==> config.mk <==
export PLATFORM = sky130hd
export DESIGN_NAME = photon_pulse_gen_flat
export DESIGN_NICKNAME = d
export VERILOG_FILES = /design/src/rtl/photon_pkg.sv /design/src/rtl/photon_pulse_gen_if.sv /design/src/rtl/lfsr16.sv /design/src/rtl/photon_pulse_gen.sv /design/src/flat_wrapper.sv
export SDC_FILE = /design/constraint.sdc
export NUM_CORES = 1
export LEC_CHECK = 0
export CAP_MARGIN = 10
export CORE_ASPECT_RATIO = 1.25
export CORE_MARGIN = 1
export CORE_UTILIZATION = 51
export CTS_BUF_LIST = sky130_fd_sc_hd__clkbuf_8
export CTS_CLUSTER_DIAMETER = 60
export CTS_CLUSTER_SIZE = 25
export DETAILED_ROUTE_END_ITERATION = 8
export PLACE_DENSITY = 0.9
export REMOVE_ABC_BUFFERS = 1
export SLEW_MARGIN = 20
export SYNTH_ARGS = -nofsm -noshare
export SYNTH_HDL_FRONTEND = slang
export SYNTH_SLANG_ARGS = --single-unit
==> constraint.sdc <==
create_clock -name clk -period 3.1 [get_ports clk]
set_input_delay 0.62 -clock clk [delete_from_list [all_inputs] [get_ports clk]]
set_output_delay 0.62 -clock clk [all_outputs]
set_load 0.1 [all_outputs]
==> src/rtl/photon_pkg.sv <==
// photon_pkg: shared FSM encoding, LFSR polynomial/seed and register reset defaults
// for photon_pulse_gen.
package photon_pkg;
  typedef enum logic [1:0] {IDLE, ARMED, HIGH, DEAD} state_t;
  localparam logic [15:0] LFSR_TAPS = 16'hB400;
  localparam logic [15:0] LFSR_DEF_SEED = 16'hACE1;
  localparam logic [7:0] DEF_WIDTH_RST = 8'd1;
  localparam logic [7:0] DEF_DEAD_RST = 8'd30;
  function automatic logic [15:0] lfsr_next(input logic [15:0] q);
    return {q[14:0], ^(q & LFSR_TAPS)};
  endfunction
endpackage

==> src/rtl/photon_pulse_gen_if.sv <==
// photon_pulse_gen_if: configuration, run-control and status bundle; cfg_periodic
// exists only when PULSE_GEN_PERIODIC_EN is defined.
interface photon_pulse_gen_if;
  logic cfg_valid;
  logic cfg_ready;
  logic [7:0] cfg_width;
  logic [7:0] cfg_dead;
  logic [15:0] cfg_thresh;
  logic [15:0] cfg_count;
`ifdef PULSE_GEN_PERIODIC_EN
  logic cfg_periodic;
`endif
  logic start;
  logic stop;
  logic pulse_out;
  logic busy;
  logic done;
  logic [15:0] emitted;
  modport master (
`ifdef PULSE_GEN_PERIODIC_EN
    output cfg_periodic,
`endif
    output cfg_valid, cfg_width, cfg_dead, cfg_thresh, cfg_count, start, stop,
    input cfg_ready, pulse_out, busy, done, emitted
  );
  modport slave (
`ifdef PULSE_GEN_PERIODIC_EN
    input cfg_periodic,
`endif
    input cfg_valid, cfg_width, cfg_dead, cfg_thresh, cfg_count, start, stop,
    output cfg_ready, pulse_out, busy, done, emitted
  );
endinterface

==> src/rtl/lfsr16.sv <==
// lfsr16: 16-bit Fibonacci LFSR (taps 16,14,13,11); loads seed on reset, steps when en.
module lfsr16 import photon_pkg::*; (
  input logic clk,
  input logic rst_n,
  input logic en,
  input logic [15:0] seed,
  output logic [15:0] q
);
  always_ff @(posedge clk)
    if (!rst_n) q <= seed;
    else if (en) q <= lfsr_next(q);
endmodule

==> src/rtl/photon_pulse_gen.sv <==
// photon_pulse_gen: emulated single-photon detector line firing on an LFSR compare;
// PULSE_GEN_PERIODIC_EN adds cfg_periodic for fixed-interval firing.
module photon_pulse_gen import photon_pkg::*; #(
  parameter logic [15:0] LFSR_SEED = photon_pkg::LFSR_DEF_SEED,
  parameter logic [7:0] DEF_WIDTH = photon_pkg::DEF_WIDTH_RST,
  parameter logic [7:0] DEF_DEAD = photon_pkg::DEF_DEAD_RST
) (
  input logic clk,
  input logic rst_n,
  photon_pulse_gen_if.slave bus
);
  state_t r_state;
  logic [7:0] r_width, r_dead, r_cnt;
  logic [15:0] r_thresh, r_count, r_emitted;
  logic r_pulse, r_done, r_busy, r_ready;
  logic [15:0] w_lfsr;
  logic w_fire, w_hold, w_last, w_dead_end, w_cfg;
  assign w_cfg = r_state == IDLE && bus.cfg_valid;
  assign w_last = r_count != 16'd0 && r_emitted >= r_count;
  // the last dead cycle doubles as an arming cycle, so pulses can repeat every width+dead
  assign w_dead_end = r_state == DEAD && r_cnt == 8'd1;
`ifdef PULSE_GEN_PERIODIC_EN
  logic r_per;
  logic [15:0] r_acnt;
  always_ff @(posedge clk)
    if (!rst_n) begin
      r_per <= 1'b0;
      r_acnt <= 16'd0;
    end else begin
      if (w_cfg) r_per <= bus.cfg_periodic;
      r_acnt <= (r_state == ARMED) ? r_acnt + 16'd1 : (w_dead_end ? 16'd1 : 16'd0);
    end
  assign w_hold = r_per;
  assign w_fire = r_per ? r_acnt == ((r_thresh == 16'd0) ? 16'd1 : r_thresh) : w_lfsr < r_thresh;
`else
  assign w_hold = 1'b0;
  assign w_fire = w_lfsr < r_thresh;
`endif
  lfsr16 u_lfsr (
    .clk(clk),
    .rst_n(rst_n),
    .en(r_state != IDLE && !w_hold),
    .seed(LFSR_SEED),
    .q(w_lfsr)
  );
  always_ff @(posedge clk) begin
    if (!rst_n) begin
      r_state <= IDLE;
      r_pulse <= 1'b0;
      r_done <= 1'b0;
      r_busy <= 1'b0;
      r_ready <= 1'b1;
      r_emitted <= 16'd0;
      r_cnt <= 8'd0;
      r_width <= DEF_WIDTH;
      r_dead <= DEF_DEAD;
      r_thresh <= 16'd0;
      r_count <= 16'd0;
    end else begin
      r_done <= 1'b0;
      if (w_cfg) begin
        r_width <= bus.cfg_width;
        r_dead <= bus.cfg_dead;
        r_thresh <= bus.cfg_thresh;
        r_count <= bus.cfg_count;
      end
      if (bus.stop) begin
        r_state <= IDLE;
        r_pulse <= 1'b0;
        r_busy <= 1'b0;
        r_ready <= 1'b1;
      end else if (r_state == IDLE) begin
        if (bus.start) begin
          r_state <= ARMED;
          r_emitted <= 16'd0;
          r_busy <= 1'b1;
          r_ready <= 1'b0;
        end
      end else if (r_state == HIGH && r_cnt != 8'd1) begin
        r_cnt <= r_cnt - 8'd1;
      end else if (r_state == HIGH && r_dead != 8'd0) begin
        r_state <= DEAD;
        r_pulse <= 1'b0;
        r_cnt <= r_dead;
      end else if (r_state == DEAD && !w_dead_end) begin
        r_cnt <= r_cnt - 8'd1;
      end else if (r_state != ARMED && w_last) begin
        r_state <= IDLE;
        r_pulse <= 1'b0;
        r_done <= 1'b1;
        r_busy <= 1'b0;
        r_ready <= 1'b1;
      end else if (r_state != HIGH && w_fire) begin
        r_state <= HIGH;
        r_pulse <= 1'b1;
        r_cnt <= (r_width == 8'd0) ? 8'd1 : r_width;
        r_emitted <= r_emitted + {15'd0, ~&r_emitted};
      end else begin
        r_state <= ARMED;
        r_pulse <= 1'b0;
      end
    end
  end
  assign bus.cfg_ready = r_ready;
  assign bus.pulse_out = r_pulse;
  assign bus.busy = r_busy;
  assign bus.done = r_done;
  assign bus.emitted = r_emitted;
endmodule

==> src/flat_wrapper.sv <==
// flat-port wrapper written by rule: the top's interface ports become plain ports
module photon_pulse_gen_flat import photon_pkg::*;
#(
  parameter logic [15:0] LFSR_SEED = photon_pkg::LFSR_DEF_SEED,
  parameter logic [7:0] DEF_WIDTH = photon_pkg::DEF_WIDTH_RST,
  parameter logic [7:0] DEF_DEAD = photon_pkg::DEF_DEAD_RST
)
  (clk, rst_n, bus_cfg_valid, bus_cfg_width, bus_cfg_dead, bus_cfg_thresh, bus_cfg_count, bus_start, bus_stop, bus_cfg_ready, bus_pulse_out, bus_busy, bus_done, bus_emitted);
  photon_pulse_gen_if bus_i ();
  input logic clk;
  input logic rst_n;
  input wire logic [$bits(bus_i.cfg_valid)-1:0] bus_cfg_valid;
  input wire logic [$bits(bus_i.cfg_width)-1:0] bus_cfg_width;
  input wire logic [$bits(bus_i.cfg_dead)-1:0] bus_cfg_dead;
  input wire logic [$bits(bus_i.cfg_thresh)-1:0] bus_cfg_thresh;
  input wire logic [$bits(bus_i.cfg_count)-1:0] bus_cfg_count;
  input wire logic [$bits(bus_i.start)-1:0] bus_start;
  input wire logic [$bits(bus_i.stop)-1:0] bus_stop;
  output wire logic [$bits(bus_i.cfg_ready)-1:0] bus_cfg_ready;
  output wire logic [$bits(bus_i.pulse_out)-1:0] bus_pulse_out;
  output wire logic [$bits(bus_i.busy)-1:0] bus_busy;
  output wire logic [$bits(bus_i.done)-1:0] bus_done;
  output wire logic [$bits(bus_i.emitted)-1:0] bus_emitted;
  assign bus_i.cfg_valid = bus_cfg_valid;
  assign bus_i.cfg_width = bus_cfg_width;
  assign bus_i.cfg_dead = bus_cfg_dead;
  assign bus_i.cfg_thresh = bus_cfg_thresh;
  assign bus_i.cfg_count = bus_cfg_count;
  assign bus_i.start = bus_start;
  assign bus_i.stop = bus_stop;
  assign bus_cfg_ready = bus_i.cfg_ready;
  assign bus_pulse_out = bus_i.pulse_out;
  assign bus_busy = bus_i.busy;
  assign bus_done = bus_i.done;
  assign bus_emitted = bus_i.emitted;
  photon_pulse_gen #(.LFSR_SEED(LFSR_SEED), .DEF_WIDTH(DEF_WIDTH), .DEF_DEAD(DEF_DEAD)) u_core (.clk(clk), .rst_n(rst_n), .bus(bus_i));
endmodule
==> tab_implementation.tex, run 1 <==
\begin{tabular}{lr}
\hline
Metric & Value \\
\hline
\multicolumn{2}{l}{\textbf{Timing}} \\
Worst clock skew on the final layout & $\sim$0.007 ns \\
Max transition margin & 0.471 \\
Final number of setup-violating endpoints & 0 \\
Fin. max-slew vios & 0 \\
Share of the clock period used by the worst path & 0.953 \\
Transition time at the pin with the least slew margin & roughly 0.79 ns \\
Max Freq & between 0.3 and 0.4 GHz \\
Post-route setup TNS & 0 ns \\
Total count of hold-check failures in the final report & 0 \\
Shortest clock period the worst path allows after layout & approximately 3.0 ns \\
Final setup slack of the worst path & 0.146 ns \\
\multicolumn{2}{l}{\textbf{Routing}} \\
Detail Route Antenna Nets & 0 \\
Vias per cell & 5.94 \\
Via Count & 4837 \\
Post-route DRC & 0 \\
Detailed Route WL & between 10 and 15 mm \\
Average routed wire per standard cell & between 15 and 20 um \\
Starting DRT DRC Count & between 300 and 400 \\
First-pass iteration count of the detailed router & 5 \\
\multicolumn{2}{l}{\textbf{Setup path}} \\
Element type at the critical path end & register \\
R2R Path End & u\_core.bus.emitted[15]\$\_SDFFE\_PN0P\_ \\
Arrival @ worst endpoint & 3.18 ns \\
Max Fanout on Critical Path & 8 \\
Data required time at the worst endpoint & 3.33 ns \\
Origin of the critical flop-to-flop path & u\_core.bus.emitted[9]\$\_SDFFE\_PN0P\_ \\
CP Class & register to register \\
Reg2Reg Setup Slack & around 0.15 ns \\
Startpoint types & register \\
Number of cell instances on the worst register-to-register path & 12 \\
\multicolumn{2}{l}{\textbf{Layout}} \\
N\_diodes & 0 \\
Count of filler cells inserted in the layout & a little under 800 \\
Relative area change from synthesis to final layout & 22.5\% \\
Area of the multi-input gates & about 2700 sq um \\
Post-layout nets & between 700 and 800 \\
Share of layout cells above drive strength 1 & 0.0970 \\
Post-Layout Inst Area & 5900 sq um \\
Sequential cell area & approximately 1900 sq um \\
Utilization of the core after routing & 0.644 \\
Non-Filler Instances & 814 \\
Commonest non-fill, non-tap cell in the layout & nand2\_1 \\
Most used cells in the layout excluding fill and tap cells & nand2\_1 (162), dfxtp\_1 (92), a21oi\_1 (71) \\
\multicolumn{2}{l}{\textbf{Clock tree}} \\
Clock buffer count from CTS & 9 \\
Setup Fix Bufs, Post-CTS & 0 \\
Number of H-tree levels & 3 \\
CTS Hold Bufs & 0 \\
Insertion delay to the later sink of the worst-skew pair & approximately 0.38 ns \\
Maximum clock path buffer count & 2 \\
Number of clock sinks & 94 \\
Clock tree from TritonCTS & built \\
Clock tree root driver cell & clkbuf\_8 \\
Clock-pin transition on the worst setup and hold timing paths & about 0.090 ns \\
Quantity of gates resized following cts & 0 \\
\multicolumn{2}{l}{\textbf{Yosys}} \\
Most frequently used flop master after synthesis & dfxtp\_1 \\
Seq cells post-synth & between 90 and 100 \\
Number of standard cells after synthesis & between 600 and 700 \\
Mean cell area of the mapped netlist & a little under 8 sq um \\
Post-synthesis cell type count & 56 \\
Portion of the post-synthesis area used by sequential elements & 0.391 \\
Area of the mapped netlist & 4820 sq um \\
Yosys synthesis warning count & 0 \\
EDFF count, synth & 0 \\
Post-synth ARST share & 0 \\
\multicolumn{2}{l}{\textbf{Job}} \\
MaxCap Viol Count & 0 \\
\multicolumn{2}{l}{\textbf{Placement}} \\
Port buffer count & 72 \\
Detailed Place HPWL & 9.22 mm \\
RD Place Congestion & around 0.96 \\
Area post-placement & roughly 5600 sq um \\
Pre-CTS worst setup slack & roughly 0.093 ns \\
Instance count after placement with tap cells included & between 700 and 800 \\
\multicolumn{2}{l}{\textbf{Die}} \\
Die Y & 111 um \\
FP Rows & 39 \\
Horizontal extent of the die & approximately 90 um \\
Die area & roughly 10000 sq um \\
Boundary pin count & 73 \\
Initial core utilization & 0.525 \\
Placeable core region & a little over 9000 sq um \\
\multicolumn{2}{l}{\textbf{Min path}} \\
Worst hold path cell count & 2 \\
Worst min-delay path startpoint & u\_core.r\_thresh[8]\$\_SDFFE\_PN0P\_ \\
Endpoint with the worst hold slack & u\_core.r\_thresh[8]\$\_SDFFE\_PN0P\_ \\
Worst hold-check path type & register to register \\
\multicolumn{2}{l}{\textbf{Power and ir drop}} \\
Ratio of total power to cell area & about 470 nW/um\^{}2 \\
Worst supply voltage drop on vdd & approximately 0.22 mV \\
Lkg Pwr & between 2 and 2.5 nW \\
\multicolumn{2}{l}{\textbf{GRT}} \\
Global-route usage over all layers & 0.267 \\
Remaining global-route overflow & 0 \\
Largest net degree at the start of global routing & between 50 and 60 \\
Global-route wire length before repair & 20.8 mm \\
Number of global-route vias before repair & 4721 \\
Antenna violations before repair & 0 \\
\multicolumn{2}{l}{\textbf{Status}} \\
Status & complete, no violations \\
\hline
\end{tabular}
[report_power, final]
| part | leakage, nW | internal [mW] | switching (mW) | total [mW] |
|---|---|---|---|---|
| Clock | 0.127 | 0.563 | 0.446 | 1.01 |
| Sequential | 0.770 | 1.27 | 0.0520 | 1.32 |
| Combinational | 1.43 | 0.196 | 0.247 | 0.443 |
[critical path, stage by stage, from the launching register on]
cell	delay, ns
dfxtp_2	0.39
and4_1	0.25
and3_4	0.21
and3_1	0.20
nand2_1	0.10
or4_1	0.55
ha_1	0.21
and3_1	0.21
and3_1	0.21
nand2_1	0.12
or2_4	0.18
or4_1	0.12
a21oi_1	0.07
[through the flow]
| stage | power (mW) | hold WS (ns) |
|---|---|---|
| global route | 2.89 | 0.473 |
| global placement | 1.76 | 0.443 |
| CTS | 2.77 | 0.462 |
| finish | 2.77 | 0.458 |
| detailed placement | 1.78 | 0.449 |
| floorplan | 1.60 | 0.436 |
[layout make-up]
class | instances | area share
Multi-Input combinational cell | 453 | 0.453
Tap cell | 123 | 0.0261
Clock buffer | 10 | 0.0233
Sequential cell | 94 | 0.320
Clock inverter | 6 | 0.0197
Timing Repair Buffer | 87 | 0.133
Inverter | 41 | 0.0261
[per-layer routing]
metal | global-route usage | vias to the layer above | wire, um
li1 | - | 2289 | -
met1 | 0.311 | 2275 | 4830
met2 | 0.458 | 226 | 6520
met3 | 0.0380 | 47 | 768
met4 | 0.150 | 0 | 438
met5 | 0 | - | 0
[flip-flops by register name (all words and copies together) (netlist names)]
register and flops:
u_core.r_count 16, u_core.r_cnt 8, u_core.u_lfsr.q 16, u_core.r_dead 8
u_core.r_state 2, u_core.bus.busy 1, u_core.bus.done 1, u_core.bus.cfg_ready 1
u_core.r_width 8, u_core.bus.emitted 16, u_core.bus.pulse_out 1, u_core.r_thresh 16
[Yosys cell counts, drive strengths merged, types with 2 or more instances]
library cell,number,area share
nand2,162,0.13
dfxtp,94,0.39
a21oi,71,0.074
inv,41,0.032
ha,35,0.091
clkbuf,28,0.022
nor2,26,0.020
nand3,22,0.023
o21ai,20,0.022
nor4,9,0.012
nand4,8,0.010
o31ai,8,0.012
or4,8,0.012
nand2b,7,0.011
o311ai,7,0.013
mux2i,6,0.012
a211oi,4,0.0062
a21o,4,0.0062
a221oi,4,0.012
and3,4,0.0052
xnor2,4,0.0073
a211o,3,0.0055
a31oi,3,0.0039
buf,3,0.0042
nor3,3,0.0031
o211ai,3,0.0047
o221a,3,0.0070
a2111o,2,0.0047
a21boi,2,0.0031
a221o,2,0.0042
and2,2,0.0026
and4,2,0.0036
o2111ai,2,0.0049
o41ai,2,0.0036
or2,2,0.0026
or3,2,0.0026
xor2,2,0.0036
[kinds of logic (layout without fill, tap and decap cells)]
logic type	count (synthesis)	count (layout)	synth area share
DFF	94	94	0.391
buffers and inverters	72	144	0.0579
and+or+nand+nor	260	260	0.239
AOI/OAI and AO/OA	146	146	0.198
xor gates and xnor gates	6	6	0.0109
adders and majority gates	35	35	0.0909
muxes	6	6	0.0125
[worst max-delay path by stage]
stage / depth (start not counted) / endpoint / slack [ns] / start
final: 12 / u_core.bus.emitted[15]$_SDFFE_PN0P_ / 0.15 / u_core.bus.emitted[9]$_SDFFE_PN0P_
after global routing: 12 / u_core.bus.emitted[15]$_SDFFE_PN0P_ / -0.009 / u_core.bus.emitted[9]$_SDFFE_PN0P_
after CTS: 12 / u_core.bus.emitted[15]$_SDFFE_PN0P_ / 0.07 / u_core.bus.emitted[8]$_SDFFE_PN0P_
after detailed placement: 12 / u_core.bus.emitted[15]$_SDFFE_PN0P_ / 0.09 / u_core.bus.emitted[8]$_SDFFE_PN0P_
after global placement: 12 / u_core.bus.emitted[11]$_SDFFE_PN0P_ / 0.23 / u_core.bus.emitted[8]$_SDFFE_PN0P_
after floorplan: 12 / u_core.bus.emitted[7]$_SDFFE_PN0P_ / -0.48 / u_core.bus.emitted[6]$_SDFFE_PN0P_
No activity file was read; power rests on OpenSTA's default activity.
==> inputs of run 2 (changes only) <==
--- a/config.mk
+++ b/config.mk
@@ -14,7 +14,6 @@
 export CTS_CLUSTER_SIZE = 25
 export DETAILED_ROUTE_END_ITERATION = 8
 export PLACE_DENSITY = 0.9
-export REMOVE_ABC_BUFFERS = 1
 export SLEW_MARGIN = 20
 export SYNTH_ARGS = -nofsm -noshare
 export SYNTH_HDL_FRONTEND = slang
==> constraint.sdc (replaced) <==
create_clock -name clk -period 3.1 [get_ports clk]
set_input_delay 0.31 -clock clk [delete_from_list [all_inputs] [get_ports clk]]
set_output_delay 0.31 -clock clk [all_outputs]
set_load 0.1 [all_outputs]
==> tab_implementation.tex, run 2 (synthesis results as in run 1) <==
\begin{tabular}{lr}
\hline
Metric & Value \\
\hline
\multicolumn{2}{l}{\textbf{Power and ir drop}} \\
Worst supply voltage drop on vdd & 0.254 mV (+16\%) \\
Lkg Pwr & 2.27 nW (-2.5\%) \\
Share of total power in the clock network & 0.355 (-0.009) \\
Part of the total power dissipated in sequential elements & 0.484 (+0.008) \\
Switching Share & 0.268 (-0.00107) \\
Internal Dissipation & 1.99 mW (-1.8\%) \\
Share of total power in combinational logic & 0.161 (about the same) \\
Final Total Pwr & 2.72 mW (-1.9\%) \\
NetSw & 0.728 mW (-2.3\%) \\
Ratio of total power to cell area & 460 nW/um\^{}2 (-1.9\%) \\
\multicolumn{2}{l}{\textbf{Timing}} \\
Post-route setup TNS & 0 ns (unchanged) \\
Share of the clock period used by the worst path & 0.946 (-0.00705) \\
Max Freq & 0.341 GHz (+0.75\%) \\
Worst clock skew on the final layout & 0.0108 ns (+0.00382 ns) \\
Shortest clock period the worst path allows after layout & 2.93 ns (-0.0219 ns) \\
Final setup slack of the worst path & 0.167 ns (+0.0219 ns) \\
Total count of hold-check failures in the final report & 0 (unchanged) \\
Final number of setup-violating endpoints & 0 (unchanged) \\
Fin. max-slew vios & 0 (unchanged) \\
Hold WS & 0.460 ns (+0.00134 ns) \\
Max transition margin & 0.338 (-0.133) \\
Transition time at the pin with the least slew margin & 0.990 ns (+0.204 ns) \\
Setup repair after global routing missed its margin & false \\
\multicolumn{2}{l}{\textbf{GRT}} \\
Most used routing layer in global routing & met2 \\
Global-route usage over all layers & 0.261 (-0.00669) \\
Antenna violations before repair & 0 (unchanged) \\
Remaining global-route overflow & 0 (unchanged) \\
Global routing usage on met2 & 0.432 (-0.0262) \\
Met3 demand-to-capacity share in global routing & 0.0581 (+0.0201) \\
Met1 track demand over resource & 0.320 (+0.00864) \\
Largest net degree at the start of global routing & 54 (+1.9\%) \\
Number of global-route vias before repair & 4509 (-4.5\%) \\
Global-route wire length before repair & 20.2 mm (-2.9\%) \\
\multicolumn{2}{l}{\textbf{Layout}} \\
Most used cells in the layout excluding fill and tap cells & nand2\_1 (162), dfxtp\_1 (83), a21oi\_1 (71) \\
N\_diodes & 0 (unchanged) \\
Commonest non-fill, non-tap cell in the layout & nand2\_1 \\
Non-Filler Instances & 809 (-0.61\%) \\
Share of layout cells above drive strength 1 & 0.0773 (-0.0197) \\
Post-Layout Inst Area & 5900 sq um (about the same) \\
Post-layout nets & 769 (-0.65\%) \\
Relative area change from synthesis to final layout & 22.5\% (about the same) \\
Count of filler cells inserted in the layout & 763 (-2.8\%) \\
Utilization of the core after routing & 0.643 (about the same) \\
\multicolumn{2}{l}{\textbf{Setup path}} \\
Reg2Reg Setup Slack & 0.17 ns (+0.02 ns) \\
Launch point of the worst path & u\_core.bus.emitted[7]\$\_SDFFE\_PN0P\_ \\
Element type at the critical path end & register \\
Worst setup path endpoint & u\_core.bus.emitted[11]\$\_SDFFE\_PN0P\_ \\
Most frequent CP cell & and3\_1 \\
Origin of the critical flop-to-flop path & u\_core.bus.emitted[7]\$\_SDFFE\_PN0P\_ \\
R2R Path End & u\_core.bus.emitted[11]\$\_SDFFE\_PN0P\_ \\
Arrival @ worst endpoint & 3.15 ns (-0.03 ns) \\
Data required time at the worst endpoint & 3.32 ns (about the same) \\
Startpoint types & register \\
Number of cell instances on the worst register-to-register path & 12 (unchanged) \\
CP Class & register to register \\
Cell-by-cell listing of the critical path & and4\_1, and3\_1, and3\_1, nand2\_1, or4\_1, ha\_1, and3\_1, and3\_1, nand2\_1, or2\_2, or4\_1, a21oi\_1 \\
Largest stage delay on the critical path & 0.53 ns (-0.02 ns) \\
Slowest cell on the critical path & or4\_1 \\
Max Fanout on Critical Path & 9 (+1) \\
\multicolumn{2}{l}{\textbf{Placement}} \\
Pre-CTS worst setup slack & 0.201 ns (+0.109 ns) \\
Instance count after placement with tap cells included & 793 (-0.63\%) \\
Port buffer count & 72 (unchanged) \\
RD Place Congestion & 0.927 (-3.0\%) \\
Detailed Place HPWL & 8.87 mm (-3.8\%) \\
Area post-placement & 5660 sq um (+0.47\%) \\
\multicolumn{2}{l}{\textbf{Routing}} \\
Vias per cell & 5.77 (-2.9\%) \\
Detail Route Antenna Nets & 0 (unchanged) \\
First-pass iteration count of the detailed router & 5 (unchanged) \\
Detailed Route WL & 12.0 mm (-4.1\%) \\
Starting DRT DRC Count & 301 (-6.8\%) \\
Average routed wire per standard cell & 14.9 um (-3.5\%) \\
Post-route DRC & 0 (unchanged) \\
Via Count & 4668 (-3.5\%) \\
\multicolumn{2}{l}{\textbf{Die}} \\
Initial core utilization & 0.525 (unchanged) \\
FP Rows & 39 (unchanged) \\
Die area & 9840 sq um (unchanged) \\
Horizontal extent of the die & 88.9 um (unchanged) \\
Die Y & 111 um (unchanged) \\
Placeable core region & 9170 sq um (unchanged) \\
Boundary pin count & 73 (unchanged) \\
\multicolumn{2}{l}{\textbf{Clock tree}} \\
Clock tree from TritonCTS & built \\
Number of clock sinks & 94 (unchanged) \\
Insertion delay to the later sink of the worst-skew pair & 0.37 ns (about the same) \\
CTS Hold Bufs & 0 (unchanged) \\
Clock tree root driver cell & clkbuf\_8 \\
Number of H-tree levels & 3 (unchanged) \\
Maximum clock path buffer count & 2 (unchanged) \\
Clock-pin transition on the worst setup and hold timing paths & 0.09 ns (about the same) \\
Clock buffer count from CTS & 9 (unchanged) \\
\multicolumn{2}{l}{\textbf{Min path}} \\
Worst hold path cell count & 2 (unchanged) \\
Worst hold-check path type & register to register \\
\multicolumn{2}{l}{\textbf{Status}} \\
Status & complete, no violations \\
\multicolumn{2}{l}{\textbf{Job}} \\
MaxCap Viol Count & 0 (unchanged) \\
\multicolumn{2}{l}{\textbf{Yosys}} \\
Nets in the synthesized netlist & approximately 700 \\
\hline
\end{tabular}
[run 2: per-layer routing]
layer	vias up	part of all wire
met4	0	0.028
met3	29	0.063
li1	2293	-
met2	176	0.50
met5	-	0
met1	2170	0.41
[run 2: worst max-delay path, delay by kind of cell (launching register included)]
kind / cells / cell delay, ns
AOI/OAI and AO/OA: 1 / 0.06
adders and majority gates: 1 / 0.22
DFF: 1 / 0.40
and+or+nand+nor: 10 / 2.10
[run 2: power by group through the flow]
stage          clock network [mW]  logic (mW)  registers [mW]
6_report                    0.964       0.437            1.32
5_1_grt                      1.02       0.485            1.32
4_1_cts                     0.966       0.434            1.31
3_5_place_dp                    0       0.430            1.34
3_3_place_gp                    0       0.414            1.34
2_1_floorplan                   0       0.277            1.34
[run 2: what timing repair did]
| action | in CTS | in global routing |
|---|---|---|
| setup buffers | 0 | 0 |
| hold endpoints to repair | 0 | 0 |
| endpoints found under the setup margin | 0 | 6 |
| resized for setup | 0 | 2 |
[run 2: final cells by class]
type | count | area (sq um) | share of cell area
Multi-Input combinational cell | 453 | 2670 | 0.452
Sequential cell | 94 | 1910 | 0.323
Timing Repair Buffer | 82 | 786 | 0.133
Inverter | 41 | 154 | 0.0261
Tap cell | 123 | 154 | 0.0261
Clock buffer | 9 | 124 | 0.0210
Clock inverter | 7 | 113 | 0.0191
[run 2: worst min-delay path by stage]
stage,startpoint,to,slack (ns)
floorplan,bus_cfg_dead[1],u_core.r_dead[1]$_SDFFE_PN1P_,0.43
global placement,u_core.r_thresh[14]$_SDFFE_PN0P_,u_core.r_thresh[14]$_SDFFE_PN0P_,0.45
detailed placement,u_core.r_thresh[6]$_SDFFE_PN0P_,u_core.r_thresh[6]$_SDFFE_PN0P_,0.45
CTS,u_core.r_thresh[6]$_SDFFE_PN0P_,u_core.r_thresh[6]$_SDFFE_PN0P_,0.46
global route,u_core.r_thresh[1]$_SDFFE_PN0P_,u_core.r_thresh[1]$_SDFFE_PN0P_,0.49
finish,u_core.r_thresh[6]$_SDFFE_PN0P_,u_core.r_thresh[6]$_SDFFE_PN0P_,0.46
==> inputs of run 3 (changes only) <==
--- a/config.mk
+++ b/config.mk
@@ -5,7 +5,7 @@
 export SDC_FILE = /design/constraint.sdc
 export NUM_CORES = 1
 export LEC_CHECK = 0
-export CAP_MARGIN = 10
+export CAP_MARGIN = 20
 export CORE_ASPECT_RATIO = 1.25
 export CORE_MARGIN = 1
 export CORE_UTILIZATION = 51
==> results of run 3 <==
No change in the layout: final DEF, timing and power equal those of run 2.
==> RTL edit: new RTL, settings of run 2 <==
Re-encode `state_t` (4 states) as one-hot, 4 bits wide.
--- a/src/rtl/photon_pkg.sv
+++ b/src/rtl/photon_pkg.sv
@@ -1,7 +1,7 @@
 // photon_pkg: shared FSM encoding, LFSR polynomial/seed and register reset defaults
 // for photon_pulse_gen.
 package photon_pkg;
-  typedef enum logic [1:0] {IDLE, ARMED, HIGH, DEAD} state_t;
+  typedef enum logic [3:0] {IDLE = 4'b0001, ARMED = 4'b0010, HIGH = 4'b0100, DEAD = 4'b1000} state_t;
   localparam logic [15:0] LFSR_TAPS = 16'hB400;
   localparam logic [15:0] LFSR_DEF_SEED = 16'hACE1;
   localparam logic [7:0] DEF_WIDTH_RST = 8'd1;
Behaviour: same outputs for any inputs over 4 cycles, from zero or initial values and one cycle with rst_n low; so few cycles prove little.
==> RTL edit against run 2 <==
- final cell count rose by 0.87%
- synthesized area grew 3.5%
- total power up 0.95%
- cell area is 0.72% higher
- setup slack improved by 0.071 ns
- wire length rose by 5.3%
- sequential cell count is 2 higher
- synthesized cell count is 1.6% higher
- critical path type unchanged
- highest routed layer unchanged
==> RTL edit: results (changes against run 2) <==
| Metric | Value |
|---|---|
| Status | complete, no violations |
| Total GRT Usage | 25.8% (-0.29 points) |
| Yosys warning count | 0 (unchanged) |
| Max FO, Critical Path | 9 (unchanged) |
| Hold Path End | u_core.r_thresh[11] |
| Post-CTS sizing | 0 (unchanged) |
| Top cells by count, synth | 154 x nand2_1, 96 x dfxtp_1, 79 x a21oi_1 |
| Vias in the first global route | 4759 (+5.5%) |
| Via count | 4852 (+3.9%) |
| Clock Skews | 0.0106 ns (-0.000218 ns) |
| DRT iter0 DRCs | 459 (+52%) |
| Setup Fix Bufs, Post-CTS | 0 (unchanged) |
| Critical register-to-register path startpoint | u_core.bus.emitted[6] |
| FILL cells | 802 (+5.1%) |
| Clk Latency, worst-skew pair | 0.37 ns (about the same) |
| GPL Wtd Cong | 0.896 (-3.3%) |
| Worst-margin pin slew | 0.978 ns (-0.0121 ns) |
| Port Buffers | 72 (unchanged) |
| Fin nets | 777 (+1.0%) |
| Fraction of layout cells with a size suffix above 1 | 8.41% (+0.68 points) |
| Worst R2R End | u_core.bus.emitted[14] |
| H-Tree Depth | 3 (unchanged) |
| Post-synthesis sequential area ratio | 38.5% (-0.51 points) |
| CTS root buf | clkbuf_8 |
| Final wirelength | 12700 microns (+5.3%) |
| Initial antenna violation count | 0 (unchanged) |
| First-pass GRT wire length | 21400 microns (+5.8%) |
| R2R setup slack | 0.24 ns (+0.07 ns) |
| VDD IR max | 0.000259 V (+1.9%) |
| Ant diodes | 0 (unchanged) |
| Worst EP arrival | 3.15 ns (about the same) |
| Tightest Hold Check Type | flop to flop |
| Ys flop type | dfxtp_1 |
| DP Area | 5780 sq um (+2.2%) |
| Longest Clk Path Bufs | 2 (unchanged) |
| Min-Delay Path Depth | 2 (unchanged) |
| Async SR Flop Fraction | 0% (unchanged) |
| Area contributors post-synth | dfxtp_1 39%, nand2_1 12%, ha_1 8.8%, a21oi_1 7.9%, inv_1 2.6% |
| Leakage | 2.25 nW (-0.84%) |
| Pin count of the biggest net entering global routing | 32 (-41%) |
| Worst Reg-to-Reg Cells | 12 (unchanged) |
| Hold path start | u_core.r_thresh[11] |
| Clock transition at path regs | 0.09 ns (about the same) |
| Detailed placement HPWL | 9330 microns (+5.2%) |
| Tot Pwr | 0.00274 W (+0.95%) |
| Yosys cell types | 61 (+8.9%) |
| CTS Buf Count | 9 (unchanged) |
| Post-Place Worst Slack | 0.302 ns (+0.101 ns) |
| First drt pass iteration count | 5 (unchanged) |
| Synth Net Count | 717 (+1.4%) |
## RTL edit: worst max-delay path: stages (launching register included)
cell and delay [ns]:
dfxtp_2 0.42, and3_1 0.20, and2_1 0.22, nand2_1 0.09
or4_1 0.53, ha_1 0.22, ha_1 0.23, and3_1 0.24
nand3_1 0.15, nor2_1 0.11, a41oi_1 0.21, o21ai_1 0.09
o31ai_1 0.09
## RTL edit: through the flow
step	instances	hold WS (ns)
floorplan	629	0.431
global placement	804	0.446
detailed placement	804	0.448
CTS	816	0.459
global route	816	0.479
finish	816	0.459
## RTL edit: worst max-delay path by stage
stage / cells past startpoint / from / slack, ns / endpoint
floorplan: 10 / u_core.bus.emitted[0] / 0.03 / u_core.bus.emitted[15]
global placement: 12 / u_core.bus.emitted[6] / 0.43 / u_core.bus.emitted[8]
detailed placement: 12 / u_core.bus.emitted[6] / 0.30 / u_core.bus.emitted[8]
CTS: 12 / u_core.bus.emitted[6] / 0.27 / u_core.bus.emitted[14]
global route: 12 / u_core.bus.emitted[6] / 0.06 / u_core.bus.emitted[14]
finish: 12 / u_core.bus.emitted[6] / 0.24 / u_core.bus.emitted[14]
## RTL edit: power by group
part,internal (W),total [W],leakage (nW),switching [W]
clock,0.000351,0.000756,0.0881,0.000404
sequential,0.00131,0.00138,0.789,0.0000713
combinational,0.000256,0.000604,1.37,0.000348
total,0.00192,0.00274,2.25,0.000824
## RTL edit: final cells by class
cell class | instances | area [sq um] | share of cell area, %
clock buffer | 9 | 124 | 2.08
clock inverter | 3 | 38.8 | 0.653
inverter | 36 | 135 | 2.27
multi-input combinational | 464 | 2790 | 46.9
sequential | 96 | 1930 | 32.5
tap | 126 | 158 | 2.65
timing repair buffer | 82 | 771 | 13.0
## RTL edit: routing by layer
layer  wire [microns]  part of all wire, %  vias to the layer above  global-route usage (%)
li1                 -                    -                     2320                       -
met1             4870                   38                     2276                    28.5
met2             6690                   53                      215                    48.6
met3              745                  5.9                       41                    2.98
met4              376                  3.0                        0                    12.5
met5                0                    0                        -                       0
## RTL edit: kinds of logic (layout without fill, tap and decap cells)
| logic type | count (synthesis) | count (layout) | share of synthesized area (%) |
|---|---|---|---|
| DFF | 96 | 96 | 38.5 |
| muxes | 3 | 3 | 0.602 |
| buffers and inverters | 69 | 130 | 5.57 |
| adders and majority gates | 35 | 35 | 8.78 |
| xor gates and xnor gates | 7 | 7 | 1.23 |
| AOI/OAI and AO/OA | 157 | 157 | 20.6 |
| and+or+nand+nor | 262 | 262 | 24.6 |
